## src/rtl/tx_flow_shaper.sv

```systemverilog
// tx_flow_shaper: frame-atomic deficit token-bucket rate limiter on the tx
// port-management stream. Credit refills by (port rate base >> fraction select)
// bytes on each internal tick. A frame starts only while credit > 0 and always
// completes, so credit may dip negative mid-frame.
// Optional feature macro: TX_SHAPER_STATS_EN enables the o_send_byte and
// o_stall_cycle counters; without it both read 0 and their registers are removed.
module tx_flow_shaper #(
  parameter int REG_DATA_WIDTH      = 32,
  parameter int PORT_MNG_DATA_WIDTH = 128,
  parameter int TICK_CYCLES         = 800,
  parameter int CREDIT_MAX          = 16384,
  parameter int CREDIT_WIDTH        = 20
) (
  input  logic                               i_sys_clk,
  input  logic                               i_sys_rst,
  input  logic [REG_DATA_WIDTH-1:0]          i_port_rate,
  input  logic [REG_DATA_WIDTH-1:0]          i_flow_ctrl_select,
  input  logic                               i_cnt_clr,
  input  logic [PORT_MNG_DATA_WIDTH-1:0]     i_flow_data,
  input  logic [PORT_MNG_DATA_WIDTH/8-1:0]   i_flow_data_keep,
  input  logic                               i_flow_valid,
  output logic                               o_flow_ready,
  input  logic                               i_flow_last,
  output logic [PORT_MNG_DATA_WIDTH-1:0]     o_flow_data,
  output logic [PORT_MNG_DATA_WIDTH/8-1:0]   o_flow_data_keep,
  output logic                               o_flow_valid,
  input  logic                               i_flow_ready,
  output logic                               o_flow_last,
  output logic [31:0]                        o_send_package,
  output logic [31:0]                        o_send_byte,
  output logic [31:0]                        o_stall_cycle,
  output logic signed [CREDIT_WIDTH-1:0]     o_credit
);

  localparam int KEEP_W = PORT_MNG_DATA_WIDTH / 8;
  localparam int CNT_W  = $clog2(KEEP_W + 1);
  localparam int TICK_W = $clog2(TICK_CYCLES);
  // Two guard bits cover credit + refill - beat without overflow.
  localparam int SUM_W  = CREDIT_WIDTH + 2;
  localparam logic signed [SUM_W-1:0] CREDIT_MAX_S = SUM_W'(CREDIT_MAX);
  localparam logic signed [SUM_W-1:0] CREDIT_MIN_S = {3'b111, {(CREDIT_WIDTH-1){1'b0}}};

  typedef enum logic [0:0] {ST_IDLE = 1'b0, ST_XFER = 1'b1} state_t;

  state_t                          state_r, state_next_s;
  logic [TICK_W-1:0]               tick_cnt_r;
  logic                            tick_s;
  logic signed [CREDIT_WIDTH-1:0]  credit_r, credit_next_s;
  logic [13:0]                     base_s, refill_s;
  logic [CNT_W-1:0]                beat_bytes_s;
  logic signed [SUM_W-1:0]         credit_ext_s, refill_ext_s, beat_ext_s, sum_s;
  logic                            credit_pos_s;
  logic                            hs_s;
  logic                            stall_inc_s;
  logic [31:0]                     send_pkg_r;

  function automatic logic [CNT_W-1:0] popcount(input logic [KEEP_W-1:0] v);
    logic [CNT_W-1:0] c;
    c = '0;
    for (int i = 0; i < KEEP_W; i++) begin
      c = c + CNT_W'(v[i]);
    end
    return c;
  endfunction

  assign tick_s       = (tick_cnt_r == TICK_W'(TICK_CYCLES - 1));
  assign credit_pos_s = ~credit_r[CREDIT_WIDTH-1] && (credit_r != '0);
  assign o_credit     = credit_r;
  assign o_send_package = send_pkg_r;

  // Free-running refill tick counter, wraps at TICK_CYCLES-1.
  always_ff @(posedge i_sys_clk or negedge i_sys_rst) begin
    if (!i_sys_rst) begin
      tick_cnt_r <= '0;
    end else if (tick_s) begin
      tick_cnt_r <= '0;
    end else begin
      tick_cnt_r <= tick_cnt_r + TICK_W'(1);
    end
  end

  // Refill amount and signed credit arithmetic with ceiling/floor saturation.
  always_comb begin
    base_s = 14'd0;
    case (i_port_rate[1:0])
      2'b00:   base_s = 14'd100;
      2'b01:   base_s = 14'd1000;
      2'b10:   base_s = 14'd2500;
      2'b11:   base_s = 14'd10000;
      default: base_s = 14'd0;
    endcase
    if (tick_s) begin
      refill_s = base_s >> i_flow_ctrl_select[1:0];
    end else begin
      refill_s = 14'd0;
    end
    if (hs_s) begin
      beat_bytes_s = popcount(i_flow_data_keep);
    end else begin
      beat_bytes_s = '0;
    end
    credit_ext_s = SUM_W'(credit_r);
    refill_ext_s = $signed({{(SUM_W-14){1'b0}}, refill_s});
    beat_ext_s   = $signed({{(SUM_W-CNT_W){1'b0}}, beat_bytes_s});
    sum_s        = credit_ext_s + refill_ext_s - beat_ext_s;
    if (sum_s > CREDIT_MAX_S) begin
      credit_next_s = CREDIT_MAX_S[CREDIT_WIDTH-1:0];
    end else if (sum_s < CREDIT_MIN_S) begin
      credit_next_s = CREDIT_MIN_S[CREDIT_WIDTH-1:0];
    end else begin
      credit_next_s = sum_s[CREDIT_WIDTH-1:0];
    end
  end

  // Credit register.
  always_ff @(posedge i_sys_clk or negedge i_sys_rst) begin
    if (!i_sys_rst) begin
      credit_r <= '0;
    end else begin
      credit_r <= credit_next_s;
    end
  end

  // FSM state register.
  always_ff @(posedge i_sys_clk or negedge i_sys_rst) begin
    if (!i_sys_rst) begin
      state_r <= ST_IDLE;
    end else begin
      state_r <= state_next_s;
    end
  end

  // FSM next state and stream outputs; XFER is a zero-latency pass-through.
  always_comb begin
    state_next_s     = state_r;
    o_flow_valid     = 1'b0;
    o_flow_ready     = 1'b0;
    o_flow_data      = '0;
    o_flow_data_keep = '0;
    o_flow_last      = 1'b0;
    hs_s             = 1'b0;
    stall_inc_s      = 1'b0;
    case (state_r)
      ST_IDLE: begin
        if (i_flow_valid && credit_pos_s) begin
          state_next_s = ST_XFER;
        end else if (i_flow_valid) begin
          stall_inc_s = 1'b1;
        end else begin
          state_next_s = ST_IDLE;
        end
      end
      ST_XFER: begin
        o_flow_data      = i_flow_data;
        o_flow_data_keep = i_flow_data_keep;
        o_flow_last      = i_flow_last;
        o_flow_valid     = i_flow_valid;
        o_flow_ready     = i_flow_ready;
        hs_s             = i_flow_valid && i_flow_ready;
        if (hs_s && i_flow_last) begin
          state_next_s = ST_IDLE;
        end else begin
          state_next_s = ST_XFER;
        end
      end
      default: begin
        state_next_s = ST_IDLE;
      end
    endcase
  end

  // Frame counter; clear wins over a same-cycle increment.
  always_ff @(posedge i_sys_clk or negedge i_sys_rst) begin
    if (!i_sys_rst) begin
      send_pkg_r <= 32'd0;
    end else if (i_cnt_clr) begin
      send_pkg_r <= 32'd0;
    end else if (hs_s && i_flow_last) begin
      send_pkg_r <= send_pkg_r + 32'd1;
    end else begin
      send_pkg_r <= send_pkg_r;
    end
  end

`ifdef TX_SHAPER_STATS_EN
  logic [31:0] send_byte_r, stall_r;
  logic        unused_s;
  assign unused_s = ^{i_port_rate[REG_DATA_WIDTH-1:2], i_flow_ctrl_select[REG_DATA_WIDTH-1:2]};
  assign o_send_byte   = send_byte_r;
  assign o_stall_cycle = stall_r;

  // Byte and credit-stall statistics; clear wins over increments.
  always_ff @(posedge i_sys_clk or negedge i_sys_rst) begin
    if (!i_sys_rst) begin
      send_byte_r <= 32'd0;
      stall_r     <= 32'd0;
    end else if (i_cnt_clr) begin
      send_byte_r <= 32'd0;
      stall_r     <= 32'd0;
    end else begin
      send_byte_r <= send_byte_r + 32'(beat_bytes_s);
      stall_r     <= stall_r + 32'(stall_inc_s);
    end
  end
`else
  logic unused_s;
  assign unused_s = ^{i_port_rate[REG_DATA_WIDTH-1:2], i_flow_ctrl_select[REG_DATA_WIDTH-1:2],
                      stall_inc_s};
  assign o_send_byte   = 32'd0;
  assign o_stall_cycle = 32'd0;
`endif

endmodule

```

## config.mk

```make
export PLATFORM = sky130hd
export DESIGN_NAME = tx_flow_shaper
export DESIGN_NICKNAME = d
export VERILOG_FILES = /design/src/rtl/tx_flow_shaper.sv
export SDC_FILE = /design/constraint.sdc
export NUM_CORES = 1
export LEC_CHECK = 0
export CORE_AREA = 2 2 187 189
export DETAILED_ROUTE_END_ITERATION = 7
export DIE_AREA = 0 0 189 191
export GPL_TIMING_DRIVEN = 0
export HOLD_SLACK_MARGIN = 0.1
export PLACE_DENSITY = 0.54
export REMOVE_ABC_BUFFERS = 1
export SYNTH_ARGS = -nofsm -noshare
export SYNTH_HDL_FRONTEND = slang
export SYNTH_SLANG_ARGS = --single-unit
```

## constraint.sdc

```tcl
create_clock -name i_sys_clk -period 6.9 [get_ports i_sys_clk]
set_input_delay 1.725 -clock i_sys_clk [delete_from_list [all_inputs] [get_ports i_sys_clk]]
set_output_delay 1.725 -clock i_sys_clk [all_outputs]
set_load 0.01 [all_outputs]
```

=== Word-level counts from Yosys, hierarchy flattened ===
Cells that the tools add are included.

* Bits in registers: 63
* Input bits: 214
* Logic and storage cells: 57

* Add/sub/neg operators: 19
* Order comparisons: 2
* Eq/ne operators: 4
* Shift operators: 1
* Mux-type cells: 17
* Bitwise logic cells: 2
* Reduce and logical (&&, ||, !) cells: 8

{| class="wikitable"
|+ Operators by type and width
! cell !! number
|-
| $mux 128 || 1
|-
| $mux 32 || 2
|-
| $pmux 14 s4 || 1
|-
| $add 5x1->5 || 11
|-
| $mux 20 || 2
|-
| $add 32x1->32 const B || 1
|-
| $gt 22x16->1 const B || 1
|-
| $lt 22x20->1 const B || 1
|-
| $sub 21x6->22 || 1
|-
| $add 20x15->21 || 1
|-
| $reduce_bool 20->1 || 1
|-
| $mux 16 || 1
|-
| $mux 14 || 1
|-
| $shr 14x2->14 || 1
|-
| $add 10x1->10 const B || 1
|-
| $eq 10x10->1 const B || 1
|-
| $mux 10 || 1
|-
| $mux 1 || 6
|-
| $add 4x1->5 || 1
|-
| $logic_and 1x1->1 || 5
|-
| $mux 5 || 1
|-
| $add 3x1->4 || 1
|-
| $eq 2x2->1 const B || 2
|-
| $add 2x1->3 || 1
|-
| other kinds (6) || 7
|}

=== Longest topological paths before layout ===
* Word-level depth: 20
* Mapped depth: 25
* Mapped depth without buffers: 24

=== Least setup slack after synthesis ===
No wires, ideal clock.

* Path kind: in2reg
* Start: in i_flow_data_keep[0]
* End: reg credit_r[10], in the netlist o_credit[10]
* Library setup time: 0.087 ns
* Arrival time: 7.655 ns
* Required time: 6.813 ns
* Setup slack: -0.842 ns
* Stages: 21
* Buffers on the path: 1
* Path through: inv_1 fa_1 fa_1 fa_1 fa_1 inv_1 ha_1 fa_1 and2_1 fa_1 inv_1 fa_1 a21o_1 a221o_1 a21boi_2 xor2_1 nand4b_1 o41ai_4 a31oi_2 buf_6 a211oi_2

* Cells in the longest elaborated chain, start to end: 20
* Elaborated cells on any way between the ends: 21

{| class="wikitable"
|+ Ends and longest elaborated chain
! item !! line !! source
|-
| start: declaration || 20 || <nowiki>input logic [PORT_MNG_DATA_WIDTH/8-1:0] i_flow_data_keep,</nowiki>
|-
| $add 1x1->2 * || 61 || <nowiki>c = c + CNT_W'(v[i]);</nowiki>
|-
| $add 2x1->3 * || 61 ||
|-
| $add 3x1->4 * || 61 ||
|-
| $add 4x1->5 * || 61 ||
|-
| $add 5x1->5 * (11 in series) || 61 ||
|-
| $mux 5 * || 97 || <nowiki>if (hs_s) begin</nowiki>
|-
| $sub 21x6->22 * || 105 || <nowiki>sum_s = credit_ext_s + refill_ext_s - beat_ext_s;</nowiki>
|-
| $lt 22x20->1 || 108 || <nowiki>end else if (sum_s < CREDIT_MIN_S) begin</nowiki>
|-
| $mux 20 || 108 ||
|-
| $mux 20 * || 106 || <nowiki>if (sum_s > CREDIT_MAX_S) begin</nowiki>
|-
| via credit_next_s[10] || 48 || <nowiki>logic signed [CREDIT_WIDTH-1:0] credit_r, credit_next_s;</nowiki>
|-
| end signal: assignment || 120 || <nowiki>credit_r <= credit_next_s;</nowiki>
|-
| end: declaration || 48 ||
|}

The timed path passes the listed nets; every way through them passes the cells marked *.
A chain may end at the register's enable or synchronous reset.

=== Worst setup path in the final report ===
* Start: in i_flow_data_keep[3]
* End: reg credit_r[10], in the netlist o_credit[10]

* Cells in the longest elaborated chain, start to end: 18
* Elaborated cells on any way between the ends: 19

{| class="wikitable"
|+ Ends and longest elaborated chain
! item !! line
|-
| $add 3x1->4 * || 61
|-
| $add 4x1->5 * || 61
|-
| $add 5x1->5 * (11 in series) || 61
|-
| $mux 5 * || 97
|-
| $sub 21x6->22 * || 105
|-
| $lt 22x20->1 || 108
|-
| $mux 20 || 108
|-
| $mux 20 * || 106
|-
| via credit_next_s[10] || 48
|}

Marks and branches as above.

==> reports/qor.txt <==
routed wire length = 33200 um
Syn. warnings = 0
hold slack = 0.456 ns
antenna violations before repair = 6
drt via density = 4.18
status = finished with violations
DRT Pass-1 Iters = 4
clk root buf = clkbuf_16
fillcell total = 3531
sequential fraction of the synthesis area = 22.9%
Vias = 7009
Worst Skew = 0.00877 ns
power per cell area = 92.6 nW/um2
wire per inst = 19.8 um
register share of total power = 34.8%
Final Setup Violations = 19
peak supply drop = 0.123 mV
Slew Limit Fails = 0
top cells by count, synth = and2_1 (151), inv_1 (93), nor2_1 (66)
Critical Path RT = 7.14 ns
area of the core = 34100 um2
setup slack at placement = -2.44 ns
Routability Congestion = 0.850
Layout Utilization = 33.6%
die width = 189 um
failing checks = negative setup slack
CTS tree = done
Setup Crit Path Kind = in -> reg
fin crit period = 7.68 ns
first-pass GRT wire length = 47200 um
Leakage = 5.06 nW
RSZ-0062 raised after global routing = yes
DRC = 0
Max Root-Sink Buffers = 2
Worst Hold Class = reg -> reg
Avg Cell Area, Syn = 7.99 um2
cell area after synthesis = 6890 um2
Worst Tran Pin Value = 1.28 ns
final net count = 1493
Synth area leaders = dfrtp_1 (23%), and2_1 (14%), ha_1 (8.4%)
Antenna Nets Post-Route = 0
gr ovfl total = 0
Max Clock Freq = 130 MHz
Initial Utilization = 20.2%
count leader, synth = and2_1
Worst slew margin = 14.1%
gr usage total = 17.8%
clock share of power = 41.0%
Detail Placement HPWL = 27400 um
DIE HEIGHT = 191 um
Worst Path Max Fanout = 5
Arrival @ worst endpoint = 7.92 ns
Post-synth EDFFs = 0
Area Overhead vs Synth = 66.5%
Yosys cell types = 69
Period Utilization, post-route = 111%
area fraction of the dominant cell type after synthesis = 22.9%
cell internal pwr = 783 uW
ys async rst share = 100%
H-tree level count = 3
Seq cells post-synth = 63
power share of the combinational group = 24.2%
Port Buffers = 352
Num CTS Buffers = 9
CTS clk-pin slew, worst paths = 0.06 ns
sw power = 279 uW
# rows = 68
# IOs = 477
sw frac = 26.3%
vias in the first global route = 6939
Antenna Cells = 0
share of layout cells above drive strength 1 = 10.6%
CP startpoint kind = input pin
cell taking the most area after synthesis = dfrtp_1
setup TNS = -13.14 ns
Die ar. = 36100 um2
max_cap viols = 0
largest net degree at the start of global routing = 88
Hold Fails Final Rpt = 0
Synth Flop Type = dfrtp_1
initial drt markers = 365
CTS Sinks = 63
setup slack after layout = -0.779 ns
Syn Inst Count = 862
CP Capture Type = flip-flop
worst skew pair latency = 0.33 ns
## power groups by stage
stage                     clock (mW)  combinational [mW]  sequential (mW)
after floorplan                    0               0.109            0.376
after global placement             0               0.236            0.376
after detailed placement           0               0.238            0.376
after CTS                      0.445               0.252            0.370
after global routing           0.464               0.291            0.369
final                          0.435               0.257            0.370
## cells by family after synthesis
family,Yosys count,synth area share (%)
simple gates,361,28.8
buf+inv,198,14.5
compound gates,124,14.0
flops,63,22.9
fa+ha+maj,62,12.9
xor+xnor,47,5.98
mux,6,0.908
other cells,1,0.0545
## final timing paths
path / slack (ns) / endpoint / cells after the start / from
min in group asynchronous: 1.51 / o_send_package[17] / 1 / i_sys_rst
max in group asynchronous: 4.75 / state_r / 1 / i_sys_rst
max: -0.78 / o_credit[10] / 25 / i_flow_data_keep[3]
max reg2reg: 1.92 / o_credit[10] / 23 / tick_cnt_r[0]
min reg2reg: 0.46 / tick_cnt_r[0] / 1 / tick_cnt_r[0]
min: 0.46 / tick_cnt_r[0] / 1 / tick_cnt_r[0]
## cells in the final DEF (no fill, tap or decap), types with 5 or more instances in the layout
cell               n
a21oi_1           30
ha_1              42
and4_1             5
a21o_1             9
nand4_1           11
inv_1             82
and3_1            10
clkdlybuf4s50_1  341
a211oi_2          17
nor2_1            66
nor3_1             8
or3_1              6
xor2_1            27
or2_2              5
buf_6              9
clkbuf_16         10
o211ai_1           7
conb_1            64
nand3_1           25
nand2_1           51
inv_2              9
dfrtp_1           62
a31oi_1            5
and2_1           150
o21ai_0           18
fa_1              12
buf_4             26
xnor2_1           17
## sequential cells by signal (all words and copies together), names as in the netlist
signal	count
o_send_package	32
state_r	1
tick_cnt_r	10
o_credit	20
## per-layer routing
layer | part of all wire [%] | up-vias | track usage, %
li1 | - | 3416 | -
met1 | 36 | 3370 | 18.4
met2 | 58 | 197 | 37.4
met3 | 5.4 | 18 | 3.34
met4 | 0.42 | 8 | 1.65
met5 | 0.14 | - | 0
## through the flow
| stage | total power, mW | instances | cell area, um2 |
|---|---|---|---|
| floorplan | 0.485 | 820 | 6470 |
| global placement | 0.613 | 1627 | 10600 |
| detailed placement | 0.615 | 1629 | 10600 |
| CTS | 1.07 | 1672 | 11400 |
| global route | 1.12 | 1677 | 11500 |
| finish | 1.06 | 1677 | 11500 |
## worst max-delay path, cell delays in order
cell and delay [ns]:
buf_8 0.08, inv_4 0.03, fa_1 0.55, fa_1 0.47, fa_2 0.59, fa_1 0.42, inv_2 0.08, ha_4 0.13
fa_2 0.43, and2_4 0.15, fa_1 0.51, inv_2 0.05, fa_2 0.36, a21o_1 0.24, a221oi_4 0.31, buf_6 0.17
o311a_1 0.16, a21bo_4 0.23, xnor2_2 0.16, nor4b_4 0.21, buf_4 0.17, buf_12 0.10, a41oi_4 0.15, buf_6 0.21
a211oi_2 0.24
## timing repair
action                     CTS  global route
setup endpoints to repair   20            20
buffers inserted            25             8
gates cloned                 3             0
gates resized for setup     99            17
hold buffers                 0             0
pin swaps                   42            38
## final cells by class
cell class / count / area (um2) / area share, %
multi-input combinational: 664 / 4770 / 41.6
timing repair buffer: 387 / 3910 / 34.1
sequential: 63 / 1580 / 13.8
tap: 455 / 569 / 4.97
inverter: 93 / 354 / 3.09
clock buffer: 10 / 229 / 2.00
clock inverter: 5 / 50.0 / 0.436
Note: power is estimated with default switching activity, not from simulation.
